**src/rtl/servant_uart_loader.sv**
```systemverilog
// Serial boot loader: 8N1 UART receiver feeding a Wishbone write initiator that
// fills servant RAM from a length-prefixed image while holding the CPU in reset.
module servant_uart_loader #(
   parameter int CLKS_PER_BIT = 104,
   parameter int MEMSIZE      = 8192
) (
   input  logic        i_clk,
   input  logic        i_rst_n,
   input  logic        i_rx,
   output logic        o_cpu_rst,
   output logic [31:0] o_wb_adr,
   output logic [31:0] o_wb_dat,
   output logic [3:0]  o_wb_sel,
   output logic        o_wb_we,
   output logic        o_wb_cyc,
   input  logic        i_wb_ack,
   output logic        o_done,
   output logic        o_err
);

   localparam int            CW       = $clog2(CLKS_PER_BIT);
   localparam logic [CW-1:0] CNT_FULL = CW'(CLKS_PER_BIT - 1);
   localparam logic [CW-1:0] CNT_HALF = CW'(CLKS_PER_BIT / 2 - 1);
   localparam logic [31:0]   ADR_MASK = 32'(MEMSIZE - 1);

   typedef enum logic [1:0] {RX_IDLE, RX_START, RX_DATA, RX_STOP} rx_state_t;
   typedef enum logic [1:0] {LD_HDR0, LD_HDR1, LD_DATA, LD_DONE} ld_state_t;

   logic          rx_meta;
   logic          rx_sync;
   logic          rx_prev;
   rx_state_t     rx_state;
   rx_state_t     rx_next;
   logic [CW-1:0] clk_cnt;
   logic [3:0]    bit_idx;
   logic [7:0]    rx_shift;
   logic          byte_stb;
   logic          cnt_clr;
   logic          bit_shift;
   logic          stb_set;
   logic          ferr_set;
   logic          tick_half;
   logic          tick_full;

   ld_state_t     ld_state;
   ld_state_t     ld_next;
   logic [15:0]   word_cnt;
   logic [15:0]   word_idx;
   logic [1:0]    byte_pos;
   logic [23:0]   word_lo;
   logic          wb_busy;
   logic          data_en;
   logic          word_ready;
   logic          word_load;
   logic          word_skip;
   logic          hdr_zero;

   // rx_prev lets the idle state see a genuine high-to-low transition, so a line
   // left low after a framing error cannot re-arm the receiver.
   always_ff @(posedge i_clk or negedge i_rst_n) begin
      if (!i_rst_n) begin
         rx_meta <= 1'b1;
         rx_sync <= 1'b1;
         rx_prev <= 1'b1;
      end else begin
         rx_meta <= i_rx;
         rx_sync <= rx_meta;
         rx_prev <= rx_sync;
      end
   end

   assign tick_half = (clk_cnt == CNT_HALF);
   assign tick_full = (clk_cnt == CNT_FULL);

   always_comb begin
      rx_next   = rx_state;
      cnt_clr   = 1'b0;
      bit_shift = 1'b0;
      stb_set   = 1'b0;
      ferr_set  = 1'b0;
      case (rx_state)
         RX_IDLE: begin
            cnt_clr = 1'b1;
            if (rx_prev && !rx_sync) rx_next = RX_START;
         end
         RX_START: begin
            if (tick_half) begin
               cnt_clr = 1'b1;
               rx_next = rx_sync ? RX_IDLE : RX_DATA;
            end
         end
         RX_DATA: begin
            if (tick_full) begin
               cnt_clr   = 1'b1;
               bit_shift = 1'b1;
               if (bit_idx == 4'd7) rx_next = RX_STOP;
            end
         end
         default: begin
            if (tick_full) begin
               cnt_clr = 1'b1;
               rx_next = RX_IDLE;
               if (rx_sync) stb_set = 1'b1;
               else         ferr_set = 1'b1;
            end
         end
      endcase
   end

   always_ff @(posedge i_clk or negedge i_rst_n) begin
      if (!i_rst_n) begin
         rx_state <= RX_IDLE;
         clk_cnt  <= '0;
         bit_idx  <= '0;
         rx_shift <= '0;
         byte_stb <= 1'b0;
      end else begin
         rx_state <= rx_next;
         byte_stb <= stb_set;
         clk_cnt  <= cnt_clr ? '0 : clk_cnt + 1'b1;
         if (rx_state == RX_IDLE) begin
            bit_idx <= '0;
         end else if (bit_shift) begin
            rx_shift <= {rx_sync, rx_shift[7:1]};
            bit_idx  <= bit_idx + 1'b1;
         end
      end
   end

   // A write acked on this edge frees the buffer, so a 4th byte landing on that
   // same edge is accepted rather than counted as an overrun.
   assign wb_busy    = o_wb_cyc && !i_wb_ack;
   assign data_en    = byte_stb && (ld_state == LD_DATA) && (word_idx != word_cnt);
   assign word_ready = data_en && (byte_pos == 2'd3);
   assign word_load  = word_ready && !wb_busy;
   assign word_skip  = word_ready && wb_busy;
   assign hdr_zero   = (rx_shift == 8'd0) && (word_cnt[7:0] == 8'd0);

   always_comb begin
      ld_next = ld_state;
      case (ld_state)
         LD_HDR0: if (byte_stb) ld_next = LD_HDR1;
         LD_HDR1: if (byte_stb) ld_next = hdr_zero ? LD_DONE : LD_DATA;
         LD_DATA: if ((word_idx == word_cnt) && !wb_busy) ld_next = LD_DONE;
         default: ld_next = LD_DONE;
      endcase
   end

   // word_idx advances when a word is issued or dropped, so the address of the
   // buffered word is fixed at load time and an overrun still consumes an index.
   always_ff @(posedge i_clk or negedge i_rst_n) begin
      if (!i_rst_n) begin
         ld_state <= LD_HDR0;
         word_cnt <= '0;
         word_idx <= '0;
         byte_pos <= '0;
         word_lo  <= '0;
         o_wb_cyc <= 1'b0;
         o_wb_adr <= '0;
         o_wb_dat <= '0;
         o_err    <= 1'b0;
      end else begin
         ld_state <= ld_next;
         if (ferr_set || word_skip) o_err <= 1'b1;
         if (byte_stb && (ld_state == LD_HDR0)) word_cnt[7:0]  <= rx_shift;
         if (byte_stb && (ld_state == LD_HDR1)) word_cnt[15:8] <= rx_shift;
         if (data_en) begin
            byte_pos <= byte_pos + 1'b1;
            case (byte_pos)
               2'd0:    word_lo[7:0]   <= rx_shift;
               2'd1:    word_lo[15:8]  <= rx_shift;
               2'd2:    word_lo[23:16] <= rx_shift;
               default: ;
            endcase
         end
         if (o_wb_cyc && i_wb_ack) o_wb_cyc <= 1'b0;
         if (word_load) begin
            o_wb_cyc <= 1'b1;
            o_wb_adr <= {14'd0, word_idx, 2'b00} & ADR_MASK;
            o_wb_dat <= {rx_shift, word_lo};
         end
         if (word_ready) word_idx <= word_idx + 1'b1;
      end
   end

   assign o_done    = (ld_state == LD_DONE);
   assign o_cpu_rst = !o_done;
   assign o_wb_sel  = 4'hF;
   assign o_wb_we   = 1'b1;

endmodule

```
**config.mk**
```make
export PLATFORM = sky130hd
export DESIGN_NAME = servant_uart_loader
export DESIGN_NICKNAME = d
export VERILOG_FILES = /design/src/rtl/servant_uart_loader.sv
export SDC_FILE = /design/constraint.sdc
export NUM_CORES = 1
export LEC_CHECK = 0
export ABC_AREA = 1
export CAP_MARGIN = 10
export CORE_ASPECT_RATIO = 1.75
export CORE_MARGIN = 2
export CORE_UTILIZATION = 45
export DETAILED_ROUTE_END_ITERATION = 7
export PLACE_DENSITY = 0.7
export RECOVER_POWER = 100
export SYNTH_ARGS = -nofsm -noshare
export SYNTH_HDL_FRONTEND = slang
export SYNTH_SLANG_ARGS = --single-unit
```
**constraint.sdc**
```tcl
create_clock -name i_clk -period 1.56 [get_ports i_clk]
set_input_delay 0.39 -clock i_clk [delete_from_list [all_inputs] [get_ports i_clk]]
set_output_delay 0.39 -clock i_clk [all_outputs]
set_load 0.05 [all_outputs]
```
==> qor.yml <==
core_um2: 13000
cap_violations: 0
htreeDepth: 4
crit_type: "register to register"
min_from: "rx_meta$_DFF_PN1_"
insertion_delay_ps: 420
dp_hpwl_um: 9950
layout_setup_ws_ps: -183
die_x_um: 91.3
power_mw: 8.41
hold_viol: 0
syn-cell-area_um2: 6000
dr_wl_met3_um: 679
p_seq_share_pct: 43.2
reg2reg_to: "word_idx[0]$_DFFE_PN0P_"
min_period_over_period_pct: 112
crit_path_frequent_cell: "nand2_1"
path_buf_inv: 3
r2r_start: "word_cnt[8]$_DFFE_PN0P_"
area_delta_synth_final_pct: 30.0
cp-start-kind: "register"
routed_via_density: 5.06
tritoncts: "yes"
initialDrtViolationCount: 332
slew_viol_final: 0
yosysWarnings: 0
layout_commonest_cell: "nand2_1"
reg2regPathDepth: 11
grt_max_degree: 55
netlist_instances: 721
internal-power_mw: 6.19
p_sw_mw: 2.22
post_drt_wl_per_cell_um: 15.1
hold_path_class: "register to register"
power_frac_clock_pct: 48.0
switching_share_pct: 26.4
p_per_area_nw_per_um2: 1080
cts_root_buf: "clkbuf_16"
fin_skew_ps: 13.8
cts_max_path_buffers: 2
cp_slowest_cell: "dfrtp_1"
hold_depth: 0
postLayoutCellArea_um2: 7800
drt_pass1_iterations: 5
grt_pass1_vias: 5028
max_slew.worst_pin.slew_ps: 661
hold-path-endpoint: "rx_sync$_DFF_PN1_"
die_y_um: 157
rsz0062_at_grt: "yes"
r2r_setup_slack_ps: -180
num_vias: 5196
grt_remaining_overflow: 0
vdd.ir_drop.worst_uv: 821
cts_made_buffers: 17
synth_top_area_cell: "dfrtp_1"
antenna-diode-count: 0
setup_violations: 90
met2WireLength_um: 8610
final_cell_mix: "268 x nand2_1, 125 x dfrtp_1, 52 x inv_1"
violations: "negative setup slack"
synth.distinct_cells: 35
yosys.area.top_type_share_pct: 52.9
place_area_um2: 7450
fill_cells: 1038
crit_path_end_kind: "register"
drc: 0
syn_area_per_cell_um2: 8.33
p_leak_nw: 4.14
tns_ps: -11630
place_congestion: 0.837
synth_seq_cells: 130
wl_um: 15400
antenna_found_initial: 0
min_period_ps: 1740
slew_headroom_pct: 56.0
final_cells: 1026
antenna_left: 0
initial_core_util_pct: 46.2
num_rows: 55
ys_seq_area_share_pct: 54.2
critical_path.top_delay_family: "simple AND/OR/NAND/NOR gates"
wl_met1_um: 5510
final_util_pct: 60.0
maxUsedRoutingLayer: "met4"
clk_pin_slew_ps: 60
fp.dieArea_um2: 14300
yosys-top-cells-area: "dfrtp_1 53%, nand2_1 19%, o21ai_0 4.9%"
dp.cells: 973
grt_pass1_wl_um: 23200
io_buffers: 50
fmax_mhz: 574
gr-usage-all-layers_pct: 20.7
run_status: "finished, violations left"
cp_max_fo: 5
drive_above_1_share_pct: 26.5
ios: 77
holdWs_ps: 356
num-nets-final: 853
p_comb_share_pct: 8.8
critPathArrivalTime_ps: 2080
worstPathRequired_ps: 1900
dp_slack_ps: -127
crit_chain: "inv_1 > nand2_1 > nand2_1 > nor2_2 > nand2_1 > nor2_1 > nand2_2 > nand3_4 > buf_12 > buf_8 > xor2_1"
max_stage_delay_ps: 420
clock_sinks: 130
[power groups by stage]
| stage | combinational [mW] | clock, mW | sequential (mW) |
|---|---|---|---|
| global route | 0.813 | 4.24 | 3.64 |
| floorplan | 0.495 | 0 | 3.65 |
| detailed placement | 0.629 | 0 | 3.67 |
| CTS | 0.694 | 4.09 | 3.61 |
| global placement | 0.593 | 0 | 3.66 |
| finish | 0.741 | 4.04 | 3.63 |
[flip-flops by register name, indices dropped and copies added (netlist names), 4 cells and up]
signal    cells
rx_shift      8
word_idx     16
o_wb_adr     11
o_wb_dat     32
clk_cnt       7
word_lo      24
word_cnt     16
bit_idx       4
[metal layers]
metal  vias to the layer above  global-route usage (%)
met3                        56                    4.29
li1                       2432                       -
met2                       178                    38.5
met4                         0                    10.8
met1                      2530                    21.5
met5                         -                       0
[cell usage after synthesis (all sizes together)]
| master | count |
|---|---|
| a21oi | 4 |
| and3 | 1 |
| o21ai | 66 |
| dfrtp | 127 |
| xor2 | 19 |
| dfstp | 3 |
| buf | 41 |
| nand3 | 16 |
| xnor2 | 1 |
| clkbuf | 3 |
| nand2 | 300 |
| o31ai | 1 |
| nor4 | 3 |
| ha | 7 |
| inv | 66 |
| nor3 | 10 |
| o22ai | 2 |
| nor2 | 43 |
| conb | 2 |
| nand4 | 4 |
| nand3b | 1 |
| mux2i | 1 |
[logic make-up (layout without fill, tap and decap cells)]
kind of cell	Yosys count	after routing	synth area share [%]
compound gates	73	73	6.23
flops	130	130	54.2
fa+ha+maj	7	7	1.46
buf+inv	110	220	9.44
mux	1	1	0.167
other cells	2	26	0.125
xor+xnor	20	20	3.04
simple gates	378	378	25.3
[area by class of cell]
type	instances	area [µm²]	share of cell area, %
tap	171	214	2.74
clock inverter	14	165	2.12
timing repair buffer	122	996	12.8
inverter	66	250	3.21
clock buffer	18	439	5.63
sequential	130	3260	41.8
multi-input combinational	505	2480	31.8
[worst max-delay path by stage]
stage                               endpoint                    start  cells past startpoint  slack (ps)
floorplan             bit_idx[3]$_DFFE_PN0P_     clk_cnt[0]$_DFF_PN0_                      8          20
global placement     word_lo[20]$_DFFE_PN0P_  word_cnt[9]$_DFFE_PN0P_                     12        -100
detailed placement    bit_idx[2]$_DFFE_PN0P_     clk_cnt[0]$_DFF_PN0_                     10        -130
CTS                 word_idx[12]$_DFFE_PN0P_  word_idx[1]$_DFFE_PN0P_                     12        -100
global route         word_idx[0]$_DFFE_PN0P_  word_cnt[8]$_DFFE_PN0P_                     11        -240
finish               word_idx[0]$_DFFE_PN0P_  word_cnt[8]$_DFFE_PN0P_                     11        -180
[repair_timing]
item,CTS,global route
pin swaps,11,14
cloned,0,6
endpoints found under the setup margin,99,108
hold buffers,1,0
hold endpoints to repair,19,0
setup buffers,8,8
gates resized for setup,26,71
No activity file was read; power rests on OpenSTA's default activity.
